==> src/rtl/wb_arb_pkg.sv <==
// Shared types and sizing for the two-master Wishbone memory arbiter.
package wb_arb_pkg;

  typedef enum logic [1:0] {
    ST_IDLE    = 2'd0,
    ST_GNT0    = 2'd1,
    ST_GNT1    = 2'd2,
    ST_RELEASE = 2'd3
  } arb_state_t;

  localparam int M_DISP = 0;
  localparam int M_CPU  = 1;

  localparam int TIMEOUT_DEF   = 255;
  localparam int MAX_BEATS_DEF = 16;

  function automatic int cnt_width(input int max_val);
    return (max_val < 2) ? 1 : $clog2(max_val + 1);
  endfunction

  // Counters are sized for the top of each legal parameter range.
  localparam int WDT_W_MAX  = cnt_width(1023);
  localparam int BEAT_W_MAX = cnt_width(255);

endpackage

==> src/rtl/wb_mem_arbiter_if.sv <==
// Bus bundle between the display/CPU masters, the arbiter and the memory slave.
interface wb_mem_arbiter_if;

  logic [31:0] m0_adr_i, m1_adr_i;
  logic [31:0] m0_dat_i, m1_dat_i;
  logic [3:0]  m0_sel_i, m1_sel_i;
  logic        m0_cyc_i, m1_cyc_i;
  logic        m0_stb_i, m1_stb_i;
  logic        m0_we_i,  m1_we_i;
  logic [31:0] m0_dat_o, m1_dat_o;
  logic        m0_ack_o, m1_ack_o;
  logic        m0_err_o, m1_err_o;
  logic        m0_rty_o, m1_rty_o;
  logic [31:0] s_adr_o;
  logic [31:0] s_dat_o;
  logic [3:0]  s_sel_o;
  logic        s_cyc_o, s_stb_o, s_we_o;
  logic [31:0] s_dat_i;
  logic        s_ack_i;
  logic [1:0]  gnt_o;

  // Arbiter side: slave to both masters, master to the memory.
  modport slave (
    input  m0_adr_i, m1_adr_i, m0_dat_i, m1_dat_i, m0_sel_i, m1_sel_i,
           m0_cyc_i, m1_cyc_i, m0_stb_i, m1_stb_i, m0_we_i, m1_we_i,
           s_dat_i, s_ack_i,
    output m0_dat_o, m1_dat_o, m0_ack_o, m1_ack_o, m0_err_o, m1_err_o,
           m0_rty_o, m1_rty_o, s_adr_o, s_dat_o, s_sel_o, s_cyc_o, s_stb_o,
           s_we_o, gnt_o
  );

  // Environment side: the two requesters plus the memory responder.
  modport master (
    output m0_adr_i, m1_adr_i, m0_dat_i, m1_dat_i, m0_sel_i, m1_sel_i,
           m0_cyc_i, m1_cyc_i, m0_stb_i, m1_stb_i, m0_we_i, m1_we_i,
           s_dat_i, s_ack_i,
    input  m0_dat_o, m1_dat_o, m0_ack_o, m1_ack_o, m0_err_o, m1_err_o,
           m0_rty_o, m1_rty_o, s_adr_o, s_dat_o, s_sel_o, s_cyc_o, s_stb_o,
           s_we_o, gnt_o
  );

endinterface

==> src/rtl/wb_arb_watchdog.sv <==
// Bus-hang watchdog: pulses o_expire on the TIMEOUT-th consecutive strobe cycle
// without an ack. An ack in that same cycle wins and clears the count.
module wb_arb_watchdog
  import wb_arb_pkg::*;
#(
  parameter int TIMEOUT = TIMEOUT_DEF
) (
  input  logic clk_100MHz,
  input  logic rst_n,
  input  logic i_stb,
  input  logic i_ack,
  output logic o_expire
);

  localparam logic [WDT_W_MAX-1:0] TERM = WDT_W_MAX'(TIMEOUT - 1);

  logic [WDT_W_MAX-1:0] r_cnt;

  assign o_expire = i_stb & ~i_ack & (r_cnt == TERM);

  always_ff @(posedge clk_100MHz or negedge rst_n) begin
    if (!rst_n) begin
      r_cnt <= '0;
    end else if (!i_stb || i_ack || o_expire) begin
      r_cnt <= '0;
    end else begin
      r_cnt <= r_cnt + WDT_W_MAX'(1);
    end
  end

endmodule

==> src/rtl/wb_mem_arbiter.sv <==
// Round-robin two-master Wishbone arbiter with fairness retry and hang watchdog.
// state      | meaning
// ST_IDLE    | no owner; pick requester (tie goes to the master that is not last_owner)
// ST_GNT0    | display fetch (m0) owns the memory bus
// ST_GNT1    | CPU (m1) owns the memory bus
// ST_RELEASE | one-cycle bus turnaround with s_cyc_o low
module wb_mem_arbiter
  import wb_arb_pkg::*;
#(
  parameter int TIMEOUT   = TIMEOUT_DEF,
  parameter int MAX_BEATS = MAX_BEATS_DEF
) (
  input logic            clk_100MHz,
  input logic            rst_n,
  wb_mem_arbiter_if.slave bus
);

  localparam logic [BEAT_W_MAX-1:0] BEAT_LIM = BEAT_W_MAX'(MAX_BEATS);

  arb_state_t            r_state;
  arb_state_t            w_state_nxt;
  logic                  r_last_owner;
  logic [BEAT_W_MAX-1:0] r_beats;

  logic w_own0, w_own1, w_own;
  logic w_req_stb, w_other_req;
  logic w_expire, w_retry, w_ack_fwd;

  assign w_own0 = (r_state == ST_GNT0);
  assign w_own1 = (r_state == ST_GNT1);
  assign w_own  = w_own0 | w_own1;

  // Owner's strobe before any suppression; the watchdog must see it even on a retry cycle.
  assign w_req_stb   = (w_own0 & bus.m0_cyc_i & bus.m0_stb_i) |
                       (w_own1 & bus.m1_cyc_i & bus.m1_stb_i);
  assign w_other_req = (w_own0 & bus.m1_cyc_i) | (w_own1 & bus.m0_cyc_i);

  wb_arb_watchdog #(
    .TIMEOUT (TIMEOUT)
  ) u_wdt (
    .clk_100MHz (clk_100MHz),
    .rst_n      (rst_n),
    .i_stb      (w_req_stb),
    .i_ack      (bus.s_ack_i),
    .o_expire   (w_expire)
  );

  assign w_retry   = w_req_stb & w_other_req & (r_beats == BEAT_LIM) & ~w_expire;
  assign w_ack_fwd = w_own & bus.s_ack_i & ~w_retry;

  always_comb begin
    w_state_nxt = r_state;
    unique case (r_state)
      ST_IDLE: begin
        if (bus.m0_cyc_i && bus.m1_cyc_i) begin
          w_state_nxt = (r_last_owner == 1'(M_DISP)) ? ST_GNT1 : ST_GNT0;
        end else if (bus.m0_cyc_i) begin
          w_state_nxt = ST_GNT0;
        end else if (bus.m1_cyc_i) begin
          w_state_nxt = ST_GNT1;
        end
      end
      ST_GNT0: begin
        if (!bus.m0_cyc_i || w_expire || w_retry) w_state_nxt = ST_RELEASE;
      end
      ST_GNT1: begin
        if (!bus.m1_cyc_i || w_expire || w_retry) w_state_nxt = ST_RELEASE;
      end
      ST_RELEASE: w_state_nxt = ST_IDLE;
      default:    w_state_nxt = ST_IDLE;
    endcase
  end

  always_ff @(posedge clk_100MHz or negedge rst_n) begin
    if (!rst_n) begin
      r_state      <= ST_IDLE;
      r_last_owner <= 1'(M_CPU);
      r_beats      <= '0;
    end else begin
      r_state <= w_state_nxt;
      if (r_state == ST_IDLE) begin
        if (w_state_nxt == ST_GNT0) r_last_owner <= 1'(M_DISP);
        else if (w_state_nxt == ST_GNT1) r_last_owner <= 1'(M_CPU);
      end
      if (!w_own) begin
        r_beats <= '0;
      end else if (w_ack_fwd && (r_beats != BEAT_LIM)) begin
        r_beats <= r_beats + BEAT_W_MAX'(1);
      end
    end
  end

  always_comb begin
    bus.s_adr_o = '0;
    bus.s_dat_o = '0;
    bus.s_sel_o = '0;
    bus.s_we_o  = 1'b0;
    bus.s_cyc_o = 1'b0;
    bus.s_stb_o = 1'b0;
    if (w_own) begin
      bus.s_adr_o = w_own1 ? bus.m1_adr_i : bus.m0_adr_i;
      bus.s_dat_o = w_own1 ? bus.m1_dat_i : bus.m0_dat_i;
      bus.s_sel_o = w_own1 ? bus.m1_sel_i : bus.m0_sel_i;
      bus.s_we_o  = w_own1 ? bus.m1_we_i  : bus.m0_we_i;
      bus.s_cyc_o = (w_own1 ? bus.m1_cyc_i : bus.m0_cyc_i) & ~w_expire;
      bus.s_stb_o = w_req_stb & ~w_expire & ~w_retry;
    end
  end

  assign bus.m0_dat_o = bus.s_dat_i;
  assign bus.m1_dat_o = bus.s_dat_i;
  assign bus.m0_ack_o = w_own0 & w_ack_fwd;
  assign bus.m1_ack_o = w_own1 & w_ack_fwd;
  assign bus.m0_err_o = w_own0 & w_expire;
  assign bus.m1_err_o = w_own1 & w_expire;
  assign bus.m0_rty_o = w_own0 & w_retry;
  assign bus.m1_rty_o = w_own1 & w_retry;
  assign bus.gnt_o    = {w_own1, w_own0};

endmodule

==> src/flat_wrapper.sv <==
// flat-port wrapper written by rule: the top's interface ports become plain ports
module wb_mem_arbiter_flat import wb_arb_pkg::*;
#(
  parameter int TIMEOUT   = TIMEOUT_DEF,
  parameter int MAX_BEATS = MAX_BEATS_DEF
)
  (clk_100MHz, rst_n, bus_m0_adr_i, bus_m1_adr_i, bus_m0_dat_i, bus_m1_dat_i, bus_m0_sel_i, bus_m1_sel_i, bus_m0_cyc_i, bus_m1_cyc_i, bus_m0_stb_i, bus_m1_stb_i, bus_m0_we_i, bus_m1_we_i, bus_s_dat_i, bus_s_ack_i, bus_m0_dat_o, bus_m1_dat_o, bus_m0_ack_o, bus_m1_ack_o, bus_m0_err_o, bus_m1_err_o, bus_m0_rty_o, bus_m1_rty_o, bus_s_adr_o, bus_s_dat_o, bus_s_sel_o, bus_s_cyc_o, bus_s_stb_o, bus_s_we_o, bus_gnt_o);
  wb_mem_arbiter_if bus_i ();
  input logic clk_100MHz;
  input logic rst_n;
  input wire logic [$bits(bus_i.m0_adr_i)-1:0] bus_m0_adr_i;
  input wire logic [$bits(bus_i.m1_adr_i)-1:0] bus_m1_adr_i;
  input wire logic [$bits(bus_i.m0_dat_i)-1:0] bus_m0_dat_i;
  input wire logic [$bits(bus_i.m1_dat_i)-1:0] bus_m1_dat_i;
  input wire logic [$bits(bus_i.m0_sel_i)-1:0] bus_m0_sel_i;
  input wire logic [$bits(bus_i.m1_sel_i)-1:0] bus_m1_sel_i;
  input wire logic [$bits(bus_i.m0_cyc_i)-1:0] bus_m0_cyc_i;
  input wire logic [$bits(bus_i.m1_cyc_i)-1:0] bus_m1_cyc_i;
  input wire logic [$bits(bus_i.m0_stb_i)-1:0] bus_m0_stb_i;
  input wire logic [$bits(bus_i.m1_stb_i)-1:0] bus_m1_stb_i;
  input wire logic [$bits(bus_i.m0_we_i)-1:0] bus_m0_we_i;
  input wire logic [$bits(bus_i.m1_we_i)-1:0] bus_m1_we_i;
  input wire logic [$bits(bus_i.s_dat_i)-1:0] bus_s_dat_i;
  input wire logic [$bits(bus_i.s_ack_i)-1:0] bus_s_ack_i;
  output wire logic [$bits(bus_i.m0_dat_o)-1:0] bus_m0_dat_o;
  output wire logic [$bits(bus_i.m1_dat_o)-1:0] bus_m1_dat_o;
  output wire logic [$bits(bus_i.m0_ack_o)-1:0] bus_m0_ack_o;
  output wire logic [$bits(bus_i.m1_ack_o)-1:0] bus_m1_ack_o;
  output wire logic [$bits(bus_i.m0_err_o)-1:0] bus_m0_err_o;
  output wire logic [$bits(bus_i.m1_err_o)-1:0] bus_m1_err_o;
  output wire logic [$bits(bus_i.m0_rty_o)-1:0] bus_m0_rty_o;
  output wire logic [$bits(bus_i.m1_rty_o)-1:0] bus_m1_rty_o;
  output wire logic [$bits(bus_i.s_adr_o)-1:0] bus_s_adr_o;
  output wire logic [$bits(bus_i.s_dat_o)-1:0] bus_s_dat_o;
  output wire logic [$bits(bus_i.s_sel_o)-1:0] bus_s_sel_o;
  output wire logic [$bits(bus_i.s_cyc_o)-1:0] bus_s_cyc_o;
  output wire logic [$bits(bus_i.s_stb_o)-1:0] bus_s_stb_o;
  output wire logic [$bits(bus_i.s_we_o)-1:0] bus_s_we_o;
  output wire logic [$bits(bus_i.gnt_o)-1:0] bus_gnt_o;
  assign bus_i.m0_adr_i = bus_m0_adr_i;
  assign bus_i.m1_adr_i = bus_m1_adr_i;
  assign bus_i.m0_dat_i = bus_m0_dat_i;
  assign bus_i.m1_dat_i = bus_m1_dat_i;
  assign bus_i.m0_sel_i = bus_m0_sel_i;
  assign bus_i.m1_sel_i = bus_m1_sel_i;
  assign bus_i.m0_cyc_i = bus_m0_cyc_i;
  assign bus_i.m1_cyc_i = bus_m1_cyc_i;
  assign bus_i.m0_stb_i = bus_m0_stb_i;
  assign bus_i.m1_stb_i = bus_m1_stb_i;
  assign bus_i.m0_we_i = bus_m0_we_i;
  assign bus_i.m1_we_i = bus_m1_we_i;
  assign bus_i.s_dat_i = bus_s_dat_i;
  assign bus_i.s_ack_i = bus_s_ack_i;
  assign bus_m0_dat_o = bus_i.m0_dat_o;
  assign bus_m1_dat_o = bus_i.m1_dat_o;
  assign bus_m0_ack_o = bus_i.m0_ack_o;
  assign bus_m1_ack_o = bus_i.m1_ack_o;
  assign bus_m0_err_o = bus_i.m0_err_o;
  assign bus_m1_err_o = bus_i.m1_err_o;
  assign bus_m0_rty_o = bus_i.m0_rty_o;
  assign bus_m1_rty_o = bus_i.m1_rty_o;
  assign bus_s_adr_o = bus_i.s_adr_o;
  assign bus_s_dat_o = bus_i.s_dat_o;
  assign bus_s_sel_o = bus_i.s_sel_o;
  assign bus_s_cyc_o = bus_i.s_cyc_o;
  assign bus_s_stb_o = bus_i.s_stb_o;
  assign bus_s_we_o = bus_i.s_we_o;
  assign bus_gnt_o = bus_i.gnt_o;
  wb_mem_arbiter #(.TIMEOUT(TIMEOUT), .MAX_BEATS(MAX_BEATS)) u_core (.clk_100MHz(clk_100MHz), .rst_n(rst_n), .bus(bus_i));
endmodule
==> config.mk <==
export PLATFORM = sky130hd
export DESIGN_NAME = wb_mem_arbiter_flat
export DESIGN_NICKNAME = d
export VERILOG_FILES = /design/src/rtl/wb_arb_pkg.sv /design/src/rtl/wb_mem_arbiter_if.sv /design/src/rtl/wb_arb_watchdog.sv /design/src/rtl/wb_mem_arbiter.sv /design/src/flat_wrapper.sv
export SDC_FILE = /design/constraint.sdc
export NUM_CORES = 1
export LEC_CHECK = 0
export ABC_AREA = 0
export CORE_AREA = 2 2 125 127
export CTS_CLUSTER_DIAMETER = 200
export DETAILED_ROUTE_END_ITERATION = 8
export DIE_AREA = 0 0 127 129
export PLACE_DENSITY_LB_ADDON = 0.08
export SLEW_MARGIN = 20
export SYNTH_ARGS = -nofsm -noshare
export SYNTH_HDL_FRONTEND = slang
export SYNTH_HIERARCHICAL = 1
export SYNTH_SLANG_ARGS = --single-unit
==> constraint.sdc <==
create_clock -name clk_100MHz -period 2.7 [get_ports clk_100MHz]
set_input_delay 0.54 -clock clk_100MHz [delete_from_list [all_inputs] [get_ports clk_100MHz]]
set_output_delay 0.54 -clock clk_100MHz [all_outputs]
set_load 0.005 [all_outputs]
==> out/results.tsv <==
metric	value	unit
route.antenna.remaining_nets	0	
clkLatencyLatePin	0.26	ns
detailedRoute.firstPassIterationCount	4	
post-dp-hpwl	10200	um
critical_path.reg2reg.startpoint	u_core/r_state[1]$_DFF_PN0_	
detail_route.iter0.violations	87	
yosys-top-cells-count	71 x mux2i_1, 70 x nor2b_1, 66 x buf_4	
finalClockSkew	0.00284	ns
rsz0062_at_grt	yes	
power.internal	3.33	mW
timing.critical_path.cells	inv_1 > ha_2 > or4b_4 > a2111oi_4 > and2b_2 > buf_6 > and2_4 > buf_6	
finalSetupViolCount	2	
worst_hold_path_type	flip-flop to flip-flop	
gp_weighted_congestion	0.736	
hold_depth	2	
slowest_stage	or4b_4	
worst_slew_margin_rel	64.4	%
cell_at_the_root_of_the_clock_tree	clkbuf_16	
final_nets	738	
tritoncts.num_buffers	3	
report.final.slew_viol_count	0	
power_frac_clock	6.1	%
netlist_instances	359	
crit_type	flip-flop to primary output	
ys_seq_area_share	17.4	%
worst-r2r-setup-slack	0.15	ns
drt_drc_violations_left	0	
avgSynthCellArea	8.43	um^2
clock_path_buffers	2	
globalRouteTotalUtil	14.0	%
timing.critical_path.from_type	flip-flop	
synth_area_leader_cell	mux2i_1	
tns	-0.0923	ns
num_rows	45	
final.setup.worst_slack	-0.0470	ns
critical_path.startpoint	u_core/r_beats[0]$_DFFE_PN0P_	
worst_ep_required_time	2.16	ns
crit_path_end_kind	primary output	
floorplan.die.height	129	um
port_buffers	223	
reg2regPathDepth	12	
ys_top_cells_by_area	mux2i_1 23%, dfrtp_1 17%, buf_4 16%	
die-width	127	um
maxCapViolCount	0	
synth-warning-count	6	
clkSlewWorstSetupHoldPaths	0.06	ns
via_count_of_the_first_global_routing_pass	3152	
h-tree-depth	1	
num_antenna_cells	0	
worstReg2RegEnd	u_core/r_last_owner$_DFFE_PN1P_	
initial_core_utilization	20.2	%
coreArea	15000	um^2
grt_max_degree	44	
routed_wire_length_per_instance	18.0	um
pwr-share-comb	86.8	%
die-area	16400	um^2
cts_tree	built	
finalNonFillerCells	738	
synth_flop_cell	dfrtp_1	
max_clock_freq	364	MHz
shortest_clock_period_the_worst_path_allows_after_layout	2.75	ns
worst-slew-pin-transition	0.532	ns
gr-total-overflow	0	
cpMostUsedCell	buf_6	
pwr_density_cell	930	nW/um^2
dr_total_vias	3156	
async_reset_ff_share	100	%
ir_drop_worst_case_vdd	0.000419	V
p_sw	2.01	mW
critical_path_fanout_max	2	
num_io_pins	320	
area_share_of_the_leading_cell_type_in_the_synthesized_netlist	23.5	%
synth_edf_count	0	
yosysMostFrequentCell	mux2i_1	
cp_peak_stage_delay	0.48	ns
synthDistinctLibCells	42	
antenna_violations_before_repair	0	
cts_num_sinks	21	
violations	negative setup slack	
cp-endpoint	bus_m0_rty_o	
areaGrowthSynthToFinish	89.8	%
leakage	2.92	nW
grt_first_pass_wirelength	17700	um
synth_area	3030	um^2
crit_arrival	2.21	ns
share_seq_of_total_power	7.1	%
synth_nets	546	
number_of_placed_instances_taps_included	720	
final_layout_size_suffix_gt1_share	15.6	%
final-hold-violation-count	0	
netSwitchingFraction	37.7	%
drt-vias-per-instance	4.28	
status	finished with violations	
postRouteWirelength	13300	um
flop_and_latch_count_out_of_synthesis	21	
final.period_utilization	102	%
-- layout make-up --
cell class / instances / area [um^2]
timing repair buffer: 270 / 2870
clock inverter: 1 / 5.00
multi-input combinational: 246 / 2000
fill: 1541 / 9240
clock buffer: 3 / 75.1
sequential: 21 / 527
inverter: 9 / 33.8
tap: 188 / 235
-- worst min path at each step --
stage,end,from,slack [ns]
finish,u_core/r_last_owner$_DFFE_PN1P_,u_core/r_last_owner$_DFFE_PN1P_,0.50
global route,u_core/r_last_owner$_DFFE_PN1P_,u_core/r_last_owner$_DFFE_PN1P_,0.52
CTS,u_core/r_last_owner$_DFFE_PN1P_,u_core/r_last_owner$_DFFE_PN1P_,0.50
detailed placement,u_core/r_last_owner$_DFFE_PN1P_,u_core/r_last_owner$_DFFE_PN1P_,0.49
global placement,u_core/r_last_owner$_DFFE_PN1P_,u_core/r_last_owner$_DFFE_PN1P_,0.48
floorplan,u_core/r_beats[0]$_DFFE_PN0P_,rst_n,0.24
-- per-layer routing --
layer | routed length, um | global-route usage [%] | vias up
li1 | - | - | 1524
met1 | 4920 | 16.0 | 1435
met2 | 7010 | 25.7 | 173
met3 | 1170 | 4.16 | 24
met4 | 212 | 3.49 | 0
met5 | 0 | 0 | -
-- stage by stage --
step	total power, mW	worst slack, ns	hold slack (ns)	utilization (%)	area [um^2]
2_1_floorplan	2.32	0.455	0.244	-	3030
3_3_place_gp	4.69	-0.432	0.478	35.0	5240
3_5_place_dp	4.66	-0.441	0.492	35.0	5240
4_1_cts	5.06	-0.0886	0.498	35.9	5380
5_1_grt	5.73	-0.128	0.519	38.3	5740
6_report	5.34	-0.0470	0.499	38.3	5740
-- cells in the final DEF (no fill, tap or decap), types with 6 or more instances in the layout --
cell type | synthesis | routed
and2_1 | 10 | 8
clkbuf_16 | 0 | 7
nor2_1 | 11 | 11
dlygate4sd2_1 | 0 | 7
mux2i_1 | 71 | 69
dfrtp_1 | 20 | 20
inv_1 | 8 | 8
xnor2_1 | 8 | 8
nand2_1 | 9 | 8
o21ai_0 | 7 | 7
ha_1 | 10 | 7
nand3_1 | 8 | 6
nor2b_1 | 70 | 66
dlymetal6s2s_1 | 0 | 47
clkdlybuf4s50_1 | 0 | 165
buf_4 | 66 | 33
-- power by group through the flow --
| stage | clock, mW | sequential (mW) | combinational (mW) |
|---|---|---|---|
| after floorplan | 0 | 0.394 | 1.93 |
| after global placement | 0 | 0.381 | 4.31 |
| after detailed placement | 0 | 0.383 | 4.28 |
| after CTS | 0.337 | 0.377 | 4.34 |
| after global routing | 0.353 | 0.382 | 4.99 |
| final | 0.325 | 0.377 | 4.64 |
-- logic make-up after synthesis --
group / after synthesis / share of synthesized area (%)
AOI/OAI and AO/OA: 23 / 6.00
xor gates and xnor gates: 9 / 2.61
adders and majority gates: 10 / 4.14
buffers and inverters: 92 / 19.9
DFF: 21 / 17.4
muxes: 71 / 23.5
and+or+nand+nor: 133 / 26.5
-- state kept, by name, summed over array words and instances (netlist names) --
| signal | cells |
|---|---|
| u_core/r_beats | 8 |
| u_core/r_last_owner | 1 |
| u_core/r_state | 2 |
| u_core/u_wdt/r_cnt | 10 |
-- worst max-delay path: cells and delay by family (launching register included) --
| family | cells | cell delay, ns |
|---|---|---|
| buf+inv | 3 | 0.25 |
| flops | 1 | 0.38 |
| fa+ha+maj | 1 | 0.16 |
| simple gates | 3 | 0.86 |
| compound gates | 1 | 0.29 |
-- timing repair --
action / CTS / global route
hold buffers: 0 / 0
gates resized for setup: 25 / 70
pin swaps: 3 / 3
setup buffers: 3 / 7
cloned: 0 / 4
setup endpoints to repair: 46 / 45
(Power assumes the default switching activity.)
